[config.mk]
export PLATFORM = sky130hd
export DESIGN_NAME = rv32i_ctrl_fsm_flat
export DESIGN_NICKNAME = d
export VERILOG_FILES = /design/src/rtl/rv32i_pkg.sv /design/src/rtl/rv32i_ctrl_fsm_if.sv /design/src/rtl/rv32i_opdec.sv /design/src/rtl/rv32i_ctrl_fsm.sv /design/src/flat_wrapper.sv
export SDC_FILE = /design/constraint.sdc
export NUM_CORES = 1
export LEC_CHECK = 0
export ABC_AREA = 0
export CORE_AREA = 10 10 66 57
export DETAILED_ROUTE_END_ITERATION = 7
export DIE_AREA = 0 0 76 67
export GPL_TIMING_DRIVEN = 0
export PLACE_DENSITY_LB_ADDON = 0.2
export SYNTH_ARGS = -nofsm -noshare
export SYNTH_HDL_FRONTEND = slang
export SYNTH_SLANG_ARGS = --single-unit
[constraint.sdc]
create_clock -name clk_i -period 2.03 [get_ports clk_i]
set_input_delay 0.203 -clock clk_i [delete_from_list [all_inputs] [get_ports clk_i]]
set_output_delay 0.203 -clock clk_i [all_outputs]
set_load 0.01 [all_outputs]
[src/rtl/rv32i_pkg.sv]
// Shared encodings for the RV32I multi-cycle control path: opcodes, datapath mux selects,
// FSM state codes and the opcode class produced by the decoder.
package rv32i_pkg;

    localparam logic [6:0] OpcLui    = 7'b0110111;
    localparam logic [6:0] OpcAuipc  = 7'b0010111;
    localparam logic [6:0] OpcJal    = 7'b1101111;
    localparam logic [6:0] OpcJalr   = 7'b1100111;
    localparam logic [6:0] OpcBranch = 7'b1100011;
    localparam logic [6:0] OpcLoad   = 7'b0000011;
    localparam logic [6:0] OpcStore  = 7'b0100011;
    localparam logic [6:0] OpcOpImm  = 7'b0010011;
    localparam logic [6:0] OpcOp     = 7'b0110011;
    localparam logic [6:0] OpcMisc   = 7'b0001111;
    localparam logic [6:0] OpcSystem = 7'b1110011;

    // Also consumed by the immediate generator.
    localparam logic [2:0] ImmNone = 3'b000;
    localparam logic [2:0] ImmI    = 3'b001;
    localparam logic [2:0] ImmU    = 3'b010;
    localparam logic [2:0] ImmS    = 3'b011;
    localparam logic [2:0] ImmB    = 3'b100;
    localparam logic [2:0] ImmJ    = 3'b101;

    localparam logic [2:0] StFetch  = 3'd0;
    localparam logic [2:0] StDecode = 3'd1;
    localparam logic [2:0] StExec   = 3'd2;
    localparam logic [2:0] StMem    = 3'd3;
    localparam logic [2:0] StWb     = 3'd4;
    localparam logic [2:0] StTrap   = 3'd5;

    localparam logic [1:0] AluAdd    = 2'b00;
    localparam logic [1:0] AluFunct  = 2'b01;
    localparam logic [1:0] AluBranch = 2'b10;
    localparam logic [1:0] AluPassB  = 2'b11;

    localparam logic [1:0] WbAlu = 2'b00;
    localparam logic [1:0] WbMem = 2'b01;
    localparam logic [1:0] WbPc4 = 2'b10;

    localparam logic [1:0] PcPlus4 = 2'b00;
    localparam logic [1:0] PcImm   = 2'b01;
    localparam logic [1:0] PcAlu   = 2'b10;

    localparam logic [1:0] TrapNone    = 2'b00;
    localparam logic [1:0] TrapIllegal = 2'b01;
    localparam logic [1:0] TrapTimeout = 2'b10;
    localparam logic [1:0] TrapSystem  = 2'b11;

    typedef enum logic [3:0] {
        ClsLui, ClsAuipc, ClsJal, ClsJalr, ClsBranch, ClsLoad, ClsStore,
        ClsOpImm, ClsOp, ClsFence, ClsSystem, ClsIllegal
    } op_class_e;

endpackage

[src/rtl/rv32i_ctrl_fsm_if.sv]
// Control/handshake bundle between the control FSM (master) and the datapath/memory (slave).
interface rv32i_ctrl_fsm_if;
    logic [31:0] instr_i;
    logic        branch_taken_i;
    logic        mem_ack_i;
    logic        mem_req_o;
    logic        mem_we_o;
    logic        addr_sel_o;
    logic        ir_we_o;
    logic [2:0]  imm_sel_o;
    logic        alu_a_sel_o;
    logic        alu_b_sel_o;
    logic [1:0]  alu_op_o;
    logic        rf_we_o;
    logic [1:0]  wb_sel_o;
    logic        pc_we_o;
    logic [1:0]  pc_sel_o;
    logic        instr_ret_o;
    logic        trap_o;
    logic [1:0]  trap_cause_o;

    modport master (
        input  instr_i, branch_taken_i, mem_ack_i,
        output mem_req_o, mem_we_o, addr_sel_o, ir_we_o, imm_sel_o, alu_a_sel_o, alu_b_sel_o,
               alu_op_o, rf_we_o, wb_sel_o, pc_we_o, pc_sel_o, instr_ret_o, trap_o,
               trap_cause_o
    );

    modport slave (
        output instr_i, branch_taken_i, mem_ack_i,
        input  mem_req_o, mem_we_o, addr_sel_o, ir_we_o, imm_sel_o, alu_a_sel_o, alu_b_sel_o,
               alu_op_o, rf_we_o, wb_sel_o, pc_we_o, pc_sel_o, instr_ret_o, trap_o,
               trap_cause_o
    );
endinterface

[src/rtl/rv32i_opdec.sv]
// Combinational opcode classifier: maps the IR opcode field to a class and immediate format.
module rv32i_opdec
    import rv32i_pkg::*;
(
    input  logic [6:0] opcode_i,
    output op_class_e  cls_o,
    output logic [2:0] imm_sel_o,
    output logic       legal_o
);

    // Every listed opcode ends in 2'b11, so compressed/reserved encodings fall to default.
    always_comb begin
        cls_o     = ClsIllegal;
        imm_sel_o = ImmNone;
        case (opcode_i)
            OpcLui:    begin cls_o = ClsLui;    imm_sel_o = ImmU; end
            OpcAuipc:  begin cls_o = ClsAuipc;  imm_sel_o = ImmU; end
            OpcJal:    begin cls_o = ClsJal;    imm_sel_o = ImmJ; end
            OpcJalr:   begin cls_o = ClsJalr;   imm_sel_o = ImmI; end
            OpcLoad:   begin cls_o = ClsLoad;   imm_sel_o = ImmI; end
            OpcOpImm:  begin cls_o = ClsOpImm;  imm_sel_o = ImmI; end
            OpcStore:  begin cls_o = ClsStore;  imm_sel_o = ImmS; end
            OpcBranch: begin cls_o = ClsBranch; imm_sel_o = ImmB; end
            OpcOp:     cls_o = ClsOp;
            OpcMisc:   cls_o = ClsFence;
            OpcSystem: cls_o = ClsSystem;
            default:   ;
        endcase
    end

    assign legal_o = (cls_o != ClsIllegal);

endmodule

[src/rtl/rv32i_ctrl_fsm.sv]
// Multi-cycle RV32I control FSM: fetch/decode/exec/mem/writeback over a shared req/ack memory,
// with a sticky trap state for illegal opcodes, ECALL/EBREAK and memory timeouts.
module rv32i_ctrl_fsm
    import rv32i_pkg::*;
#(
    parameter bit          TRAP_ON_ILLEGAL = 1'b1,
    parameter int unsigned ACK_TIMEOUT     = 0
) (
    input  logic             clk_i,
    input  logic             rst_i,
    rv32i_ctrl_fsm_if.master ctrl_io
);

    localparam logic [15:0] TimeoutLim = ACK_TIMEOUT[15:0];

    logic [2:0]  state_q, state_d;
    logic [15:0] cnt_q, cnt_d;
    logic [1:0]  cause_q, cause_d;
    op_class_e   cls;
    logic [2:0]  imm_sel;
    logic        legal;
    logic        req;
    logic        ack;
    logic        timeout;
    logic        unused_instr;

    assign unused_instr = ^ctrl_io.instr_i[31:7];

    rv32i_opdec u_opdec (
        .opcode_i  (ctrl_io.instr_i[6:0]),
        .cls_o     (cls),
        .imm_sel_o (imm_sel),
        .legal_o   (legal)
    );

    assign req = (state_q == StFetch) || (state_q == StMem);
    assign ack = req && ctrl_io.mem_ack_i;

    // Counter only advances while a request is outstanding; ack beats a coincident timeout.
    always_comb begin
        cnt_d   = '0;
        timeout = 1'b0;
        if (req && !ack) begin
            cnt_d   = cnt_q + 16'd1;
            timeout = (ACK_TIMEOUT != 0) && (cnt_d == TimeoutLim);
        end
    end

    always_comb begin
        state_d = state_q;
        cause_d = cause_q;
        case (state_q)
            StFetch: begin
                if (ack) begin
                    state_d = StDecode;
                end else if (timeout) begin
                    state_d = StTrap;
                    cause_d = TrapTimeout;
                end
            end
            StDecode: begin
                if (cls == ClsSystem) begin
                    state_d = StTrap;
                    cause_d = TrapSystem;
                end else if (!legal && TRAP_ON_ILLEGAL) begin
                    state_d = StTrap;
                    cause_d = TrapIllegal;
                end else begin
                    state_d = StExec;
                end
            end
            StExec: begin
                case (cls)
                    ClsBranch, ClsFence, ClsIllegal: state_d = StFetch;
                    ClsLoad, ClsStore:               state_d = StMem;
                    default:                         state_d = StWb;
                endcase
            end
            StMem: begin
                if (ack) begin
                    state_d = (cls == ClsLoad) ? StWb : StFetch;
                end else if (timeout) begin
                    state_d = StTrap;
                    cause_d = TrapTimeout;
                end
            end
            StWb:    state_d = StFetch;
            StTrap:  state_d = StTrap;
            default: state_d = StFetch;
        endcase
    end

    always_ff @(posedge clk_i or posedge rst_i) begin
        if (rst_i) begin
            state_q <= StFetch;
            cnt_q   <= '0;
            cause_q <= TrapNone;
        end else begin
            state_q <= state_d;
            cnt_q   <= cnt_d;
            cause_q <= cause_d;
        end
    end

    // Outputs are gated by rst_i so an in-flight request drops as soon as reset asserts.
    always_comb begin
        ctrl_io.mem_req_o    = 1'b0;
        ctrl_io.mem_we_o     = 1'b0;
        ctrl_io.addr_sel_o   = 1'b0;
        ctrl_io.ir_we_o      = 1'b0;
        ctrl_io.imm_sel_o    = ImmNone;
        ctrl_io.alu_a_sel_o  = 1'b0;
        ctrl_io.alu_b_sel_o  = 1'b0;
        ctrl_io.alu_op_o     = AluAdd;
        ctrl_io.rf_we_o      = 1'b0;
        ctrl_io.wb_sel_o     = WbAlu;
        ctrl_io.pc_we_o      = 1'b0;
        ctrl_io.pc_sel_o     = PcPlus4;
        ctrl_io.instr_ret_o  = 1'b0;
        ctrl_io.trap_o       = 1'b0;
        ctrl_io.trap_cause_o = cause_q;
        if (!rst_i) begin
            case (state_q)
                StFetch: begin
                    ctrl_io.mem_req_o = 1'b1;
                    ctrl_io.ir_we_o   = ack;
                end
                StDecode: ctrl_io.imm_sel_o = imm_sel;
                StExec: begin
                    ctrl_io.imm_sel_o = imm_sel;
                    case (cls)
                        ClsBranch: begin
                            ctrl_io.alu_op_o    = AluBranch;
                            ctrl_io.pc_we_o     = 1'b1;
                            ctrl_io.pc_sel_o    = ctrl_io.branch_taken_i ? PcImm : PcPlus4;
                            ctrl_io.instr_ret_o = 1'b1;
                        end
                        ClsFence, ClsIllegal: begin
                            ctrl_io.pc_we_o     = 1'b1;
                            ctrl_io.instr_ret_o = 1'b1;
                        end
                        ClsLoad, ClsStore: ctrl_io.alu_b_sel_o = 1'b1;
                        default: ;
                    endcase
                end
                StMem: begin
                    ctrl_io.imm_sel_o  = imm_sel;
                    ctrl_io.mem_req_o  = 1'b1;
                    ctrl_io.addr_sel_o = 1'b1;
                    ctrl_io.mem_we_o   = (cls == ClsStore);
                    if (ack && cls == ClsStore) begin
                        ctrl_io.pc_we_o     = 1'b1;
                        ctrl_io.instr_ret_o = 1'b1;
                    end
                end
                StWb: begin
                    ctrl_io.imm_sel_o   = imm_sel;
                    ctrl_io.rf_we_o     = 1'b1;
                    ctrl_io.pc_we_o     = 1'b1;
                    ctrl_io.instr_ret_o = 1'b1;
                    case (cls)
                        ClsOp:    ctrl_io.alu_op_o = AluFunct;
                        ClsOpImm: begin
                            ctrl_io.alu_op_o    = AluFunct;
                            ctrl_io.alu_b_sel_o = 1'b1;
                        end
                        ClsLui: begin
                            ctrl_io.alu_op_o    = AluPassB;
                            ctrl_io.alu_b_sel_o = 1'b1;
                        end
                        ClsAuipc: begin
                            ctrl_io.alu_a_sel_o = 1'b1;
                            ctrl_io.alu_b_sel_o = 1'b1;
                        end
                        ClsLoad: ctrl_io.wb_sel_o = WbMem;
                        ClsJal: begin
                            ctrl_io.wb_sel_o = WbPc4;
                            ctrl_io.pc_sel_o = PcImm;
                        end
                        ClsJalr: begin
                            ctrl_io.wb_sel_o    = WbPc4;
                            ctrl_io.pc_sel_o    = PcAlu;
                            ctrl_io.alu_b_sel_o = 1'b1;
                        end
                        default: ;
                    endcase
                end
                StTrap:  ctrl_io.trap_o = 1'b1;
                default: ;
            endcase
        end
    end

endmodule

[src/flat_wrapper.sv]
// flat-port wrapper written by rule: the top's interface ports become plain ports
module rv32i_ctrl_fsm_flat import rv32i_pkg::*;
#(
    parameter bit          TRAP_ON_ILLEGAL = 1'b1,
    parameter int unsigned ACK_TIMEOUT     = 0
)
  (clk_i, rst_i, ctrl_io_instr_i, ctrl_io_branch_taken_i, ctrl_io_mem_ack_i, ctrl_io_mem_req_o, ctrl_io_mem_we_o, ctrl_io_addr_sel_o, ctrl_io_ir_we_o, ctrl_io_imm_sel_o, ctrl_io_alu_a_sel_o, ctrl_io_alu_b_sel_o, ctrl_io_alu_op_o, ctrl_io_rf_we_o, ctrl_io_wb_sel_o, ctrl_io_pc_we_o, ctrl_io_pc_sel_o, ctrl_io_instr_ret_o, ctrl_io_trap_o, ctrl_io_trap_cause_o);
  rv32i_ctrl_fsm_if ctrl_io_i ();
  input  logic clk_i;
  input  logic rst_i;
  input wire logic [$bits(ctrl_io_i.instr_i)-1:0] ctrl_io_instr_i;
  input wire logic [$bits(ctrl_io_i.branch_taken_i)-1:0] ctrl_io_branch_taken_i;
  input wire logic [$bits(ctrl_io_i.mem_ack_i)-1:0] ctrl_io_mem_ack_i;
  output wire logic [$bits(ctrl_io_i.mem_req_o)-1:0] ctrl_io_mem_req_o;
  output wire logic [$bits(ctrl_io_i.mem_we_o)-1:0] ctrl_io_mem_we_o;
  output wire logic [$bits(ctrl_io_i.addr_sel_o)-1:0] ctrl_io_addr_sel_o;
  output wire logic [$bits(ctrl_io_i.ir_we_o)-1:0] ctrl_io_ir_we_o;
  output wire logic [$bits(ctrl_io_i.imm_sel_o)-1:0] ctrl_io_imm_sel_o;
  output wire logic [$bits(ctrl_io_i.alu_a_sel_o)-1:0] ctrl_io_alu_a_sel_o;
  output wire logic [$bits(ctrl_io_i.alu_b_sel_o)-1:0] ctrl_io_alu_b_sel_o;
  output wire logic [$bits(ctrl_io_i.alu_op_o)-1:0] ctrl_io_alu_op_o;
  output wire logic [$bits(ctrl_io_i.rf_we_o)-1:0] ctrl_io_rf_we_o;
  output wire logic [$bits(ctrl_io_i.wb_sel_o)-1:0] ctrl_io_wb_sel_o;
  output wire logic [$bits(ctrl_io_i.pc_we_o)-1:0] ctrl_io_pc_we_o;
  output wire logic [$bits(ctrl_io_i.pc_sel_o)-1:0] ctrl_io_pc_sel_o;
  output wire logic [$bits(ctrl_io_i.instr_ret_o)-1:0] ctrl_io_instr_ret_o;
  output wire logic [$bits(ctrl_io_i.trap_o)-1:0] ctrl_io_trap_o;
  output wire logic [$bits(ctrl_io_i.trap_cause_o)-1:0] ctrl_io_trap_cause_o;
  assign ctrl_io_i.instr_i = ctrl_io_instr_i;
  assign ctrl_io_i.branch_taken_i = ctrl_io_branch_taken_i;
  assign ctrl_io_i.mem_ack_i = ctrl_io_mem_ack_i;
  assign ctrl_io_mem_req_o = ctrl_io_i.mem_req_o;
  assign ctrl_io_mem_we_o = ctrl_io_i.mem_we_o;
  assign ctrl_io_addr_sel_o = ctrl_io_i.addr_sel_o;
  assign ctrl_io_ir_we_o = ctrl_io_i.ir_we_o;
  assign ctrl_io_imm_sel_o = ctrl_io_i.imm_sel_o;
  assign ctrl_io_alu_a_sel_o = ctrl_io_i.alu_a_sel_o;
  assign ctrl_io_alu_b_sel_o = ctrl_io_i.alu_b_sel_o;
  assign ctrl_io_alu_op_o = ctrl_io_i.alu_op_o;
  assign ctrl_io_rf_we_o = ctrl_io_i.rf_we_o;
  assign ctrl_io_wb_sel_o = ctrl_io_i.wb_sel_o;
  assign ctrl_io_pc_we_o = ctrl_io_i.pc_we_o;
  assign ctrl_io_pc_sel_o = ctrl_io_i.pc_sel_o;
  assign ctrl_io_instr_ret_o = ctrl_io_i.instr_ret_o;
  assign ctrl_io_trap_o = ctrl_io_i.trap_o;
  assign ctrl_io_trap_cause_o = ctrl_io_i.trap_cause_o;
  rv32i_ctrl_fsm #(.TRAP_ON_ILLEGAL(TRAP_ON_ILLEGAL), .ACK_TIMEOUT(ACK_TIMEOUT)) u_core (.clk_i(clk_i), .rst_i(rst_i), .ctrl_io(ctrl_io_i));
endmodule
==> impl_metrics.json <==
{
  "drtPass1Iterations": 4,
  "groute.usage.overall": 0.118,
  "wl_um": 3240,
  "clock_path_buffers": 2,
  "r2r_end": "u_core.state_q[2]",
  "root_buffer": "clkbuf_4",
  "cp-start-kind": "flop",
  "critPathMaxStageDelay_ns": 0.54,
  "ys.flop_type": "dfrtp_1",
  "grt_pass1_wl_um": 5110,
  "grt_start_max_net_pins": 11,
  "max_freq_ghz": 0.503,
  "syn_area_um2": 863,
  "final_common_cell": "buf_4",
  "clk_pin_slew_ns": 0.04,
  "fin_total_pwr_mw": 0.801,
  "fin_crit_sh": 0.980,
  "drc": 0,
  "slew_violations": 0,
  "reg2reg_slack_ns": 0.61,
  "slew_headroom": 0.653,
  "fin_skew_ns": 0.00341,
  "area_growth_syn_to_layout_pct": 60.6,
  "r2r.worst_path.cells": 6,
  "synthesis.nets": 164,
  "gp_congestion": 0.893,
  "path_class": "flop to output pin",
  "hold_violations": 0,
  "setup_tns_ns": 0,
  "diodes": 0,
  "antenna_found_initial": 0,
  "max_slew.worst_pin.slew_ns": 0.520,
  "grt_pass1_vias": 1059,
  "cp_slowest_cell": "clkdlybuf4s50_1",
  "syn_inst": 128,
  "crit_fanout": 9,
  "routed_via_density": 5.60,
  "final_cell_mix": "14 x buf_4, 11 x nor2_1, 10 x nand2_1",
  "cts_tree": "done",
  "worstPathCellList": "clkbuf_4, nor4_1, and2_1, clkdlybuf4s50_1",
  "cts_buffers": 3,
  "postCtsHoldBufs": 0,
  "synthArstFlopShare": 1.00,
  "die_area_mm2": 0.00509,
  "p_per_area_mw_per_mm2": 578,
  "period_needed_ns": 1.99,
  "drt-wirelength-per-cell_um": 15.7,
  "drive_above_1_share": 0.335,
  "synth_edf_count": 0,
  "portBuffers": 29,
  "yosysSeqAreaShare": 0.145,
  "yosys_warnings": 0,
  "synth_area_per_cell_um2": 6.74,
  "ys_ff_latch": 5,
  "core_area_mm2": 0.00242,
  "routed-via-count": 1153,
  "synth_top_cell_by_area": "dfrtp_1",
  "hp-class": "input port to async pin",
  "die_h_um": 67,
  "leakage_nw": 0.589,
  "ys_types": 49,
  "drtAntennaViolNets": 0,
  "ios": 57,
  "first_iter_violations": 142,
  "insertion_delay_ns": 0.24,
  "end_kind": "output pin",
  "cp.arrival_ns": 1.79,
  "status": "completed",
  "cts_max_level": 1,
  "finalSetupViolCount": 0,
  "start_util": 0.356,
  "drv_cap": 0,
  "post-dp-hpwl_um": 2280,
  "num_rows": 16,
  "reg2reg_from": "u_core.state_q[1]",
  "worstPathRequired_ns": 1.83,
  "synth_top_area_share": 0.145,
  "grt_overflow_total": 0,
  "final_nets": 207,
  "fp.dieW_um": 76,
  "synthTopCellsByArea": "dfrtp_1 14%, nand2b_1 6.5%, nor2_1 6.1%, nand2_1 5.2%, nor3_1 4.6%",
  "clkSinkCount": 5,
  "peakVddDrop_mv": 0.452
}
[worst max path at each step]
stage,cells past startpoint,slack [ns],end,startpoint
after CTS,6,-0.02,ctrl_io_pc_sel_o[0],u_core.state_q[1]
after global placement,7,-0.73,ctrl_io_pc_sel_o[0],ctrl_io_instr_i[6]
after detailed placement,6,-0.74,ctrl_io_pc_sel_o[0],ctrl_io_instr_i[3]
final,4,0.04,ctrl_io_ir_we_o,u_core.state_q[2]
after global routing,4,-0.01,ctrl_io_ir_we_o,u_core.state_q[2]
after floorplan,5,0.20,ctrl_io_pc_sel_o[0],u_core.state_q[2]
[layout make-up]
class	instances	area, um2
clock buffer	4	26.3
buffer	11	92.6
sequential	5	126
fill	231	1040
timing repair buffer	39	305
inverter	6	22.5
multi-input combinational	105	768
tap	36	45.0
[synth_stat cells, drive strengths merged, types with 2 or more instances]
master / instances
nor4: 3
buf: 8
o21ai: 5
clkbuf: 4
dfrtp: 5
nor2: 14
nor3: 9
xnor2: 2
nand2: 12
and3: 2
a31oi: 3
mux2: 2
nor3b: 3
o22ai: 5
nand2b: 9
a32oi: 2
a21oi: 6
inv: 6
a211oi: 4
nand3: 3
and2: 2
[per-stage QoR]
stage | instances | hold slack [ns] | utilization | area (um2) | worst slack (ns)
6_report | 206 | 0.0908 | 0.572 | 1390 | 0.0404
5_1_grt | 206 | 0.106 | 0.572 | 1390 | -0.0123
4_1_cts | 203 | 0.0407 | 0.560 | 1360 | -0.0221
3_5_place_dp | 193 | 0.260 | 0.495 | 1200 | -0.735
3_3_place_gp | 193 | 0.250 | 0.495 | 1200 | -0.727
2_1_floorplan | 128 | 0.178 | - | 863 | 0.202
[power breakdown]
group | total (mW) | internal [mW] | switching [mW]
logic | 0.554 | 0.248 | 0.306
registers | 0.133 | 0.122 | 0.0115
clock network | 0.114 | 0.0742 | 0.0397
total | 0.801 | 0.444 | 0.357
[layer usage]
metal / share of wire / wire length (um) / track usage
met1: 0.48 / 1570 / 0.153
met4: 0.0031 / 10 / 0.0330
met2: 0.46 / 1490 / 0.191
met3: 0.052 / 170 / 0.0282
met5: 0 / 0 / 0
[what timing repair did]
| item | 4_1_cts | 5_1_grt |
|---|---|---|
| hold endpoints to repair | 0 | 0 |
| setup buffers | 7 | 3 |
| setup endpoints to repair | 15 | 9 |
| resized for setup | 64 | 24 |
| pin swaps | 3 | 4 |
[worst max-delay path, delay by kind of cell (launching register included)]
family	cells	cell delay [ns]
AND/OR/NAND/NOR	2	0.48
flip-flops	1	0.35
buffers and inverters	2	0.72
[kinds of logic (layout without fill, tap and decap cells)]
logic type | Yosys count | count (layout) | synth area share
muxes | 2 | 2 | 0.0261
and+or+nand+nor | 63 | 63 | 0.400
xor gates and xnor gates | 3 | 3 | 0.0304
AOI/OAI and AO/OA | 37 | 37 | 0.300
DFF | 5 | 5 | 0.145
buffers and inverters | 18 | 60 | 0.0985
[registers in the layout, indices dropped and copies added (netlist names)]
signal	cells
u_core.state_q	3
u_core.ctrl_io.trap_cause_o	2
Note: power is estimated with default switching activity, not from simulation.
